### src/rtl/debug_cmd_parser.sv
// Purpose : parses W/R debug frames from the UART RX byte stream into register strobes.
// Latency : reg_wr_en / reg_rd_en assert the cycle after the 0x0A terminator is sampled.
// Backpressure: none; bytes arriving while a command executes are dropped and counted as errors.
//
// Ports:
//   clk_in, reset          - clock, async active-low reset
//   cmd_byte, cmd_valid    - received byte with one-cycle valid pulse
//   reg_wr_en, reg_rd_en   - one-cycle register write / read strobes
//   reg_addr, reg_wr_data  - target address and write data (held after a frame)
//   reg_rd_data, reg_rd_ack- read return data and its valid
//   status_word            - {reg_addr, last read byte} for the debugger TX dump
//   err_count, frame_count - saturating error count, wrapping completed-frame count
//   parser_state, parser_busy - FSM visibility
module debug_cmd_parser #(
  parameter int                             TIMEOUT_TICKS_WIDTH = 24,
  parameter logic [TIMEOUT_TICKS_WIDTH-1:0] TIMEOUT_TICKS       = 24'd2200000,
  parameter int                             ACK_TIMEOUT_WIDTH   = 8,
  parameter logic [ACK_TIMEOUT_WIDTH-1:0]   ACK_TIMEOUT_TICKS   = 8'd200
) (
  input  logic        clk_in,
  input  logic        reset,
  input  logic [7:0]  cmd_byte,
  input  logic        cmd_valid,
  output logic        reg_wr_en,
  output logic        reg_rd_en,
  output logic [7:0]  reg_addr,
  output logic [7:0]  reg_wr_data,
  input  logic [7:0]  reg_rd_data,
  input  logic        reg_rd_ack,
  output logic [15:0] status_word,
  output logic [7:0]  err_count,
  output logic [7:0]  frame_count,
  output logic [3:0]  parser_state,
  output logic        parser_busy
);

  typedef enum logic [3:0] {
    IDLE     = 4'd0,
    GET_ADDR = 4'd1,
    GET_DATA = 4'd2,
    GET_TERM = 4'd3,
    EXEC_WR  = 4'd4,
    WAIT_ACK = 4'd5
  } state_e;

  // Last counter value before expiry; counters start at 0 on entry.
  localparam logic [TIMEOUT_TICKS_WIDTH-1:0] TO_LAST  = TIMEOUT_TICKS - TIMEOUT_TICKS_WIDTH'(1);
  localparam logic [ACK_TIMEOUT_WIDTH-1:0]   ACK_LAST = ACK_TIMEOUT_TICKS - ACK_TIMEOUT_WIDTH'(1);

  state_e                         state_q, state_d;
  logic                           op_wr_q, op_wr_d;
  logic [7:0]                     addr_q, addr_d;
  logic [7:0]                     wdata_q, wdata_d;
  logic [7:0]                     rd_byte_q, rd_byte_d;
  logic [TIMEOUT_TICKS_WIDTH-1:0] to_cnt_q, to_cnt_d;
  logic [ACK_TIMEOUT_WIDTH-1:0]   ack_cnt_q, ack_cnt_d;
  logic                           wr_en_q, wr_en_d;
  logic                           rd_en_q, rd_en_d;
  logic                           busy_q, busy_d;
  logic [7:0]                     err_q, err_d;
  logic [7:0]                     frame_q, frame_d;
  logic                           err_inc;
  logic                           frame_inc;

  always_ff @(posedge clk_in or negedge reset) begin
    if (!reset) begin
      state_q   <= IDLE;
      op_wr_q   <= 1'b0;
      addr_q    <= 8'h00;
      wdata_q   <= 8'h00;
      rd_byte_q <= 8'h00;
      to_cnt_q  <= '0;
      ack_cnt_q <= '0;
      wr_en_q   <= 1'b0;
      rd_en_q   <= 1'b0;
      busy_q    <= 1'b0;
      err_q     <= 8'h00;
      frame_q   <= 8'h00;
    end else begin
      state_q   <= state_d;
      op_wr_q   <= op_wr_d;
      addr_q    <= addr_d;
      wdata_q   <= wdata_d;
      rd_byte_q <= rd_byte_d;
      to_cnt_q  <= to_cnt_d;
      ack_cnt_q <= ack_cnt_d;
      wr_en_q   <= wr_en_d;
      rd_en_q   <= rd_en_d;
      busy_q    <= busy_d;
      err_q     <= err_d;
      frame_q   <= frame_d;
    end
  end

  always_comb begin
    state_d   = state_q;
    op_wr_d   = op_wr_q;
    addr_d    = addr_q;
    wdata_d   = wdata_q;
    rd_byte_d = rd_byte_q;
    to_cnt_d  = to_cnt_q;
    ack_cnt_d = ack_cnt_q;
    wr_en_d   = 1'b0;
    rd_en_d   = 1'b0;
    err_inc   = 1'b0;
    frame_inc = 1'b0;

    case (state_q)
      IDLE: begin
        if (cmd_valid) begin
          case (cmd_byte)
            8'h57, 8'h77: begin
              op_wr_d  = 1'b1;
              to_cnt_d = '0;
              state_d  = GET_ADDR;
            end
            8'h52, 8'h72: begin
              op_wr_d  = 1'b0;
              to_cnt_d = '0;
              state_d  = GET_ADDR;
            end
            8'h0A, 8'h0D, 8'h20: ;  // line noise between frames
            default: err_inc = 1'b1;
          endcase
        end
      end

      // Inside a frame a byte on the expiry edge takes priority over the timeout.
      GET_ADDR, GET_DATA, GET_TERM: begin
        if (cmd_valid) begin
          to_cnt_d = '0;
          if (state_q == GET_ADDR) begin
            addr_d  = cmd_byte;
            state_d = op_wr_q ? GET_DATA : GET_TERM;
          end else if (state_q == GET_DATA) begin
            wdata_d = cmd_byte;
            state_d = GET_TERM;
          end else if (cmd_byte == 8'h0A) begin
            if (op_wr_q) begin
              wr_en_d = 1'b1;
              state_d = EXEC_WR;
            end else begin
              rd_en_d   = 1'b1;
              ack_cnt_d = '0;
              state_d   = WAIT_ACK;
            end
          end else begin
            err_inc = 1'b1;
            state_d = IDLE;
          end
        end else if (to_cnt_q == TO_LAST) begin
          err_inc = 1'b1;
          state_d = IDLE;
        end else begin
          to_cnt_d = to_cnt_q + TIMEOUT_TICKS_WIDTH'(1);
        end
      end

      EXEC_WR: begin
        frame_inc = 1'b1;
        state_d   = IDLE;
        if (cmd_valid) err_inc = 1'b1;
      end

      WAIT_ACK: begin
        if (cmd_valid) err_inc = 1'b1;
        if (reg_rd_ack) begin
          rd_byte_d = reg_rd_data;
          frame_inc = 1'b1;
          state_d   = IDLE;
        end else if (ack_cnt_q == ACK_LAST) begin
          rd_byte_d = 8'hEE;
          err_inc   = 1'b1;
          state_d   = IDLE;
        end else begin
          ack_cnt_d = ack_cnt_q + ACK_TIMEOUT_WIDTH'(1);
        end
      end

      default: state_d = IDLE;
    endcase

    busy_d  = (state_d != IDLE);
    // Coinciding error causes collapse into a single increment via err_inc.
    err_d   = (err_inc && (err_q != 8'hFF)) ? err_q + 8'd1 : err_q;
    frame_d = frame_inc ? frame_q + 8'd1 : frame_q;
  end

  assign reg_wr_en    = wr_en_q;
  assign reg_rd_en    = rd_en_q;
  assign reg_addr     = addr_q;
  assign reg_wr_data  = wdata_q;
  assign status_word  = {addr_q, rd_byte_q};
  assign err_count    = err_q;
  assign frame_count  = frame_q;
  assign parser_state = state_q;
  assign parser_busy  = busy_q;

endmodule

### config.mk
export PLATFORM = sky130hd
export DESIGN_NAME = debug_cmd_parser
export DESIGN_NICKNAME = d
export VERILOG_FILES = /design/src/rtl/debug_cmd_parser.sv
export SDC_FILE = /design/constraint.sdc
export NUM_CORES = 1
export LEC_CHECK = 0
export CORE_ASPECT_RATIO = 1.25
export CORE_UTILIZATION = 55
export CTS_CLUSTER_DIAMETER = 40
export DETAILED_ROUTE_END_ITERATION = 10
export DONT_BUFFER_PORTS = 1
export PLACE_DENSITY_LB_ADDON = 0.12
export SLEW_MARGIN = 20
export SYNTH_ARGS = -nofsm -noshare
export SYNTH_HDL_FRONTEND = slang
export SYNTH_SLANG_ARGS = --single-unit
### constraint.sdc
create_clock -name clk_in -period 2.48 [get_ports clk_in]
set_input_delay 0.62 -clock clk_in [delete_from_list [all_inputs] [get_ports clk_in]]
set_output_delay 0.62 -clock clk_in [all_outputs]
set_load 0.05 [all_outputs]
==> results of run 1 <==
[synthesized netlist by cell type (9+ instances only)]
cell and number:
sky130_fd_sc_hd__nor2_1 31, sky130_fd_sc_hd__nand2_1 26, sky130_fd_sc_hd__and3_1 12, sky130_fd_sc_hd__nand2b_1 9, sky130_fd_sc_hd__a21oi_1 19, sky130_fd_sc_hd__mux2_2 17
sky130_fd_sc_hd__dfrtp_1 80, sky130_fd_sc_hd__nand3_1 17, sky130_fd_sc_hd__o21ai_0 10, sky130_fd_sc_hd__o21ai_1 34, sky130_fd_sc_hd__buf_4 9, sky130_fd_sc_hd__a31oi_1 11
sky130_fd_sc_hd__xnor2_1 10
[worst register-to-register path, cell delays in order, from the launching register on]
cell                      delay, ps
sky130_fd_sc_hd__dfrtp_1        420
sky130_fd_sc_hd__ha_1           200
sky130_fd_sc_hd__and3_1         260
sky130_fd_sc_hd__nand4_1        180
sky130_fd_sc_hd__nor3_2         280
sky130_fd_sc_hd__o21a_2         480
sky130_fd_sc_hd__nor2_1         100
sky130_fd_sc_hd__o22a_1         200
[per-layer routing]
layer,vias up,global-route usage (%)
met5,-,0
met4,0,9.687
met3,16,7.383
met2,73,38.13
met1,1473,28.26
li1,1457,-
[how the worst min path moves through the flow]
stage	startpoint	to	slack, ps	depth (start not counted)
2_1_floorplan	reset	ack_cnt_q[0]	320	0
3_3_place_gp	reset	frame_count[7]	330	0
3_5_place_dp	reset	frame_count[7]	330	0
4_1_cts	reset	frame_count[7]	140	1
5_1_grt	reset	err_count[6]	140	1
6_report	reset	frame_count[7]	120	1
[through the flow]
stage | util, % | worst slack [ps] | instance area (µm²)
6_report | 62.75 | 241.3 | 4404
5_1_grt | 62.75 | -10.52 | 4404
4_1_cts | 62.67 | 138.5 | 4399
3_5_place_dp | 59.54 | 163.7 | 4179
3_3_place_gp | 59.54 | 240.8 | 4179
2_1_floorplan | - | 61.69 | 4041
[kinds of logic (layout without fill, tap and decap cells)]
family / after synthesis / in the layout / share of synthesized area [%]
and+or+nand+nor: 144 / 144 / 19.44
AOI/OAI and AO/OA: 105 / 105 / 16.72
DFF: 80 / 80 / 49.54
buffers and inverters: 30 / 45 / 3.932
muxes: 22 / 22 / 6.223
xor gates and xnor gates: 13 / 13 / 2.817
adders and majority gates: 4 / 4 / 1.238
other: 1 / 1 / 0.09279
[final cells by class]
| type | instances | area (µm²) | area share [%] |
|---|---|---|---|
| Clock buffer | 9 | 123.9 | 2.813 |
| Tap cell | 90 | 112.6 | 2.557 |
| Multi-Input combinational cell | 289 | 1886 | 42.81 |
| Clock inverter | 7 | 68.82 | 1.563 |
| Sequential cell | 80 | 2002 | 45.45 |
| Timing Repair Buffer | 22 | 185.2 | 4.205 |
| Inverter | 7 | 26.28 | 0.5966 |
[power by group through the flow]
stage | Combinational [mW] | Sequential (mW) | Clock [mW]
floorplan | 0.166 | 1.66 | 0
global placement | 0.418 | 1.50 | 0
detailed placement | 0.426 | 1.50 | 0
CTS | 0.458 | 1.47 | 0.977
global route | 0.487 | 1.48 | 1.04
finish | 0.453 | 1.47 | 0.950
[state kept, by name, indices dropped and copies added, names as in the netlist, 4 cells and up]
| signal | flops |
|---|---|
| to_cnt_q | 24 |
| parser_state | 4 |
| reg_wr_data | 8 |
| frame_count | 8 |
| err_count | 8 |
| rd_byte_q | 8 |
| ack_cnt_q | 8 |
| reg_addr | 8 |
[repair_timing]
action	4_1_cts	5_1_grt
endpoints found under the hold margin	80	0
endpoints found under the setup margin	0	24
setup buffers	0	0
hold buffers	1	0
gates resized for setup	0	1
==> summary.md, run 1 <==
| Metric | Value |
|---|---|
| Outcome | `completed` |
| Synthesis-stage register bit count | `80` |
| Critical-path maximum fanout | `25` |
| Number of nets produced by synthesis | `423` |
| R2R cell count | `7` |
| Period utilisation layout | `90.27%` |
| Full die area | `7697 µm²` |
| Filler Cells Inserted | `595` |
| Critical path startpoint | `to_cnt_q[0]` |
| Dpl cells | `487` |
| Logic depth of the worst setup path including buffers | `7` |
| Post-Syn Area per Cell | `10.13 µm²` |
| Internal power consumption | `1.909 mW` |
| Detail Route met2 WL | `4295 µm` |
| Type of element capturing the critical path | `flip-flop` |
| Total congestion overflow after global routing | `0` |
| Total Routed Length | `8422 µm` |
| Dominant cell type by area after synthesis | `sky130_fd_sc_hd__dfrtp_1` |
| Detailed-routing iteration count for the pre-antenna-repair pass | `4` |
| Vias per cell | `5.990` |
| Met3 wire length | `399 µm` |
| Highest signal layer in the routed design | `met4` |
| Worst setup endpoint | `to_cnt_q[13]` |
| Number of distinct library cell variants in the gate-level netlist after synthesis | `58` |
| Critical path cell sequence | `ha_1 -> and3_1 -> nand4_1 -> nor3_2 -> o21a_2 -> nor2_1 -> o22a_1` |
| Most frequent cells in the layout | `80 x sky130_fd_sc_hd__dfrtp_1, 34 x sky130_fd_sc_hd__o21ai_1, 31 x sky130_fd_sc_hd__nor2_1` |
| Drt drc | `0` |
| RePlAce Congestion | `0.8312` |
| Fraction of final layout cells sized beyond drive strength 1 | `17.39%` |
| Routed length per instance | `16.71 µm` |
| Data arrival time at the worst-slack endpoint | `2490 ps` |
| Final Setup Violations | `0` |
| Net count reported at finish | `433` |
| Clock tree from TritonCTS | `done` |
| Clk Latency, worst-skew pair | `370 ps` |
| Root buffer selected by CTS | `sky130_fd_sc_hd__clkbuf_8` |
| Flop pwr share | `51.2%` |
| Antenna violations before repair | `0` |
| Initial DRC count | `162` |
| Diodes inserted | `0` |
| Instance count of the mapped netlist | `399` |
| Reported leakage power | `1.960 nW` |
| Number of global-route vias before repair | `2956` |
| Overall power of the completed layout | `2.876 mW` |
| Sink Count | `80` |
| Number of synthesized flops with an enable pin | `0` |
| Switching share of power | `33.63%` |
| Area contributors post-synth | `sky130_fd_sc_hd__dfrtp_1 50%, sky130_fd_sc_hd__mux2_2 4.7%, sky130_fd_sc_hd__o21ai_1 4.2%, sky130_fd_sc_hd__nor2_1 2.9%, sky130_fd_sc_hd__nand2_1 2.4%` |
| Largest net degree at the start of global routing | `81` |
| Final hold vios | `0` |
| Layout overhead on the synthesized area | `8.978%` |
| Seq/Total Area, Yosys | `49.54%` |
| Die Y | `97.84 µm` |
| End of the worst register-to-register path | `to_cnt_q[13]` |
| Final Max Slew Viols | `0` |
| Proportion of register bits with asynchronous set or reset after synthesis | `100.0%` |
| Part of the power in combinational logic | `15.8%` |
| Setup slack on the worst flop-to-flop path | `240 ps` |
| WP buf/inv | `0` |
| P_sw | `0.9673 mW` |
| Starting utilization of the core area | `57.58%` |
| Leading cell type in the layout, fill and taps excluded | `sky130_fd_sc_hd__dfrtp_1` |
| Number of nets with antenna violations after detailed routing | `0` |
| Worst hold slack | `119.0 ps` |
| Data required time at the worst endpoint | `2730 ps` |
| Crit Reg-Reg Startpoint | `to_cnt_q[0]` |
| Yosys warning count | `0` |
| Type of the worst setup path | `flip-flop to flip-flop` |
| Die width | `78.67 µm` |
| Estimated wirelength of the detail-placed design | `5858 µm` |
| CP peak stage delay | `480 ps` |
| CP max stage cell | `sky130_fd_sc_hd__o21a_2` |
| Core Area | `7019 µm²` |
| Top cell type's share of synthesized area | `49.54%` |
| Clock Power Share | `33.0%` |
| CTS H-tree lvls | `3` |
| Fin cells | `504` |
| Sum Neg Setup Slack | `0 ps` |
| Io pins | `75` |
| Standard-cell row count | `34` |
| Total power density per cell area | `653.1 nW/µm²` |
| Maximum clock rate | `446.7 MHz` |
| Class of the tightest hold or removal check | `input port to asynchronous set/reset pin` |
| Buffer levels on the longest clock path | `2` |
| Wire length of the first global-routing pass | `13990 µm` |
| Global routing usage summed across all routing layers | `23.34%` |
| Max Clock Skew | `13.18 ps` |
| Cell family contributing the most delay on the critical path | `simple AND/OR/NAND/NOR gates` |
| Transition time of the tightest slew-check pin | `905.9 ps` |
| Max VDD drop | `0.4682 mV` |
| DRT met1 WL | `3568 µm` |
| Quantity of I/O buffers inserted on ports | `0` |
| Tmin final | `2239 ps` |
| Number of violations of the max-capacitance limit | `0` |
| Slew Limit Headroom | `39.61%` |
| Cell area after synthesis | `4041 µm²` |
| Crit path launch type | `flip-flop` |
| DR vias | `3019` |
| Total clock buffers created by CTS | `9` |
| Clock transition at the registers of the reported paths | `100 ps` |
| Predominant post-synthesis flop cell | `sky130_fd_sc_hd__dfrtp_1` |
Note: power is estimated with default switching activity, not from simulation.
==> run 2: changes to the inputs <==
--- a/config.mk
+++ b/config.mk
@@ -6,6 +6,7 @@
 export NUM_CORES = 1
 export LEC_CHECK = 0
 export CORE_ASPECT_RATIO = 1.25
+export CORE_MARGIN = 4
 export CORE_UTILIZATION = 55
 export CTS_CLUSTER_DIAMETER = 40
 export DETAILED_ROUTE_END_ITERATION = 10
==> run 2 against run 1 <==
Critical path depth unchanged. First-iteration DRC count decreased by 19%. Fmax decreased by 2.6%. Total power decreased by 0.59%. Worst setup slack got worse by 59 ps. Cell count decreased by 0.20%. Largest cell class unchanged.
==> summary.md, run 2 (synthesis gave the netlist of run 1 again) <==
| Metric | Value |
|---|---|
| Most frequent cells in the layout | `80 x sky130_fd_sc_hd__dfrtp_1, 34 x sky130_fd_sc_hd__o21ai_1, 31 x sky130_fd_sc_hd__nor2_1` |
| Die Y | `103.8 µm (+6.1%)` |
| Crit Reg-Reg Startpoint | `to_cnt_q[0]` |
| Detailed-routing iteration count for the pre-antenna-repair pass | `4 (unchanged)` |
| Diodes inserted | `0 (unchanged)` |
| RSZ-0062 raised after global routing | `true` |
| Crit path launch type | `flip-flop` |
| Estimated wirelength of the detail-placed design | `6167 µm (+5.3%)` |
| Io pins | `75 (unchanged)` |
| Initial DRC count | `132 (-19%)` |
| Worst hold slack | `147.1 ps (+28.09 ps)` |
| CP max stage cell | `sky130_fd_sc_hd__o21a_2` |
| Largest Register | `to_cnt_q` |
| Number of global-route vias before repair | `3037 (+2.7%)` |
| Layout overhead on the synthesized area | `8.700%` |
| Outcome | `completed` |
| Drt drc | `0 (unchanged)` |
| Data arrival time at the worst-slack endpoint | `2540 ps (+50 ps)` |
| Maximum clock rate | `435.3 MHz (-2.6%)` |
| Minimum setup slack after placement | `168.3 ps (+4.618 ps)` |
| Antenna violations before repair | `0 (unchanged)` |
| Class of the tightest hold or removal check | `input port to asynchronous set/reset pin` |
| DR vias | `3091 (+2.4%)` |
| Total Routed Length | `8724 µm (+3.6%)` |
| Count of cells resized by post-cts repair | `0 (unchanged)` |
| Sink Count | `80 (unchanged)` |
| Slew Limit Headroom | `39.89% (+0.29 points)` |
| Crit path setup slack, layout | `182.7 ps (-58.60 ps)` |
| Net count reported at finish | `433 (unchanged)` |
| Quantity of I/O buffers inserted on ports | `0 (unchanged)` |
| Standard-cell row count | `34 (unchanged)` |
| Filler Cells Inserted | `595 (unchanged)` |
| Full die area | `8792 µm² (+14%)` |
| Critical path cell sequence | `ha_1 -> and3_1 -> nand4_1 -> nor3_1 -> o21a_2 -> nor2_1 -> o22a_1` |
| Vias per cell | `6.145 (+2.6%)` |
| Die width | `84.67 µm (+7.6%)` |
| Reported leakage power | `1.955 nW (-0.27%)` |
| Number of violations of the max-capacitance limit | `0 (unchanged)` |
| Global routing usage summed across all routing layers | `20.26% (-3.1 points)` |
| Clk Latency, worst-skew pair | `350 ps (-20 ps)` |
| Final Setup Violations | `0 (unchanged)` |
| Number of flip-flops under the largest register name | `24 (unchanged)` |
| Period utilisation layout | `92.64% (+2.4 points)` |
| Number of nets with antenna violations after detailed routing | `0 (unchanged)` |
| Type of element capturing the critical path | `flip-flop` |
| Max Clock Skew | `9.099 ps (-4.085 ps)` |
| Number of buffers inserted by post-CTS setup repair | `0 (unchanged)` |
| Data required time at the worst endpoint | `2720 ps (about the same)` |
| Final Max Slew Viols | `0 (unchanged)` |
| Clock transition at the registers of the reported paths | `80 ps (-20 ps)` |
| Tmin final | `2297 ps (+58.60 ps)` |
| Total power density per cell area | `650.9 nW/µm² (-0.34%)` |
| Wire length of the first global-routing pass | `14560 µm (+4.1%)` |
| Critical path startpoint | `to_cnt_q[0]` |
| Clock tree from TritonCTS | `done` |
| Leading cell type in the layout, fill and taps excluded | `sky130_fd_sc_hd__dfrtp_1` |
| RePlAce Congestion | `0.8174 (-1.7%)` |
| Critical-path maximum fanout | `25 (unchanged)` |
| Overall power of the completed layout | `2.859 mW (-0.59%)` |
| Buffer levels on the longest clock path | `2 (unchanged)` |
| Starting utilization of the core area | `57.23% (-0.35 points)` |
| Max VDD drop | `0.3886 mV (-17%)` |
| Largest net degree at the start of global routing | `81 (unchanged)` |
| Routed length per instance | `17.34 µm (+3.8%)` |
| Root buffer selected by CTS | `sky130_fd_sc_hd__clkbuf_8` |
| Transition time of the tightest slew-check pin | `901.6 ps (-4.323 ps)` |
| CTS H-tree lvls | `3 (unchanged)` |
| Core Area | `7062 µm² (+0.61%)` |
| Total clock buffers created by CTS | `9 (unchanged)` |
| Type of the worst setup path | `flip-flop to flip-flop` |
| Total congestion overflow after global routing | `0 (unchanged)` |
| CP peak stage delay | `500 ps (+20 ps)` |
| Final hold vios | `0 (unchanged)` |
| Fraction of final layout cells sized beyond drive strength 1 | `16.71% (-0.68 points)` |
## run 2: report_power, final
group          switching [mW]  internal (mW)  leakage (nW)  total [mW]
combinational           0.318          0.151         0.782       0.468
sequential             0.0945           1.37          1.08        1.46
clock                   0.469          0.460        0.0883       0.929
total                   0.881           1.98          1.95        2.86
## run 2: path summary, 6_finish.rpt
kind	endpoint	slack, ps	depth (start not counted)
max	to_cnt_q[13]	180	7
min	frame_count[7]	150	1
max reg2reg	to_cnt_q[13]	180	7
min reg2reg	to_cnt_q[23]	480	1
max in group asynchronous	to_cnt_q[13]	2010	1
min in group clk_in	op_wr_q	400	2
## run 2: repair_timing
item,in CTS,in global routing
setup endpoints to repair,0,1
endpoints found under the hold margin,80,0
hold buffers,1,0
## run 2: routing by layer
layer	vias to the layer above	share of wire, %	track usage [%]	wire (µm)
li1	1460	-	-	-
met1	1535	41	23.96	3569
met2	80	51	34.27	4480
met3	16	5.8	5.401	505
met4	0	1.9	8.824	169
met5	-	0	0	0
## run 2: stage by stage
step	TNS [ps]	cells	instance area, µm²	util, %
CTS	0	503	4393	62.21
floorplan	0	399	4041	-
global route	-14.69	503	4393	62.21
global placement	0	487	4179	59.18
detailed placement	0	487	4179	59.18
finish	0	503	4393	62.21
## run 2: layout make-up
| class | instances | area [µm²] | share of cell area (%) |
|---|---|---|---|
| flip-flops and latches | 80 | 2002 | 45.57 |
| well taps | 90 | 112.6 | 2.563 |
| multi-input cells | 289 | 1881 | 42.81 |
| clock inverters | 5 | 58.81 | 1.339 |
| inverters | 7 | 26.28 | 0.5981 |
| clock buffers | 10 | 127.6 | 2.905 |
| repair buffers | 22 | 185.2 | 4.215 |
## run 2: critical path: cells and delay by family, from the launching register on
| kind | cells | cell delay (ps) |
|---|---|---|
| fa+ha+maj | 1 | 200 |
| simple gates | 4 | 860 |
| compound gates | 2 | 700 |
| flops | 1 | 410 |
==> run 3: changes to the inputs <==
--- a/config.mk
+++ b/config.mk
@@ -16,3 +16,4 @@
 export SYNTH_ARGS = -nofsm -noshare
 export SYNTH_HDL_FRONTEND = slang
 export SYNTH_SLANG_ARGS = --single-unit
+export TNS_END_PERCENT = 5
==> results of run 3 <==
Final layout, timing and power as in run 2 (identical DEF).
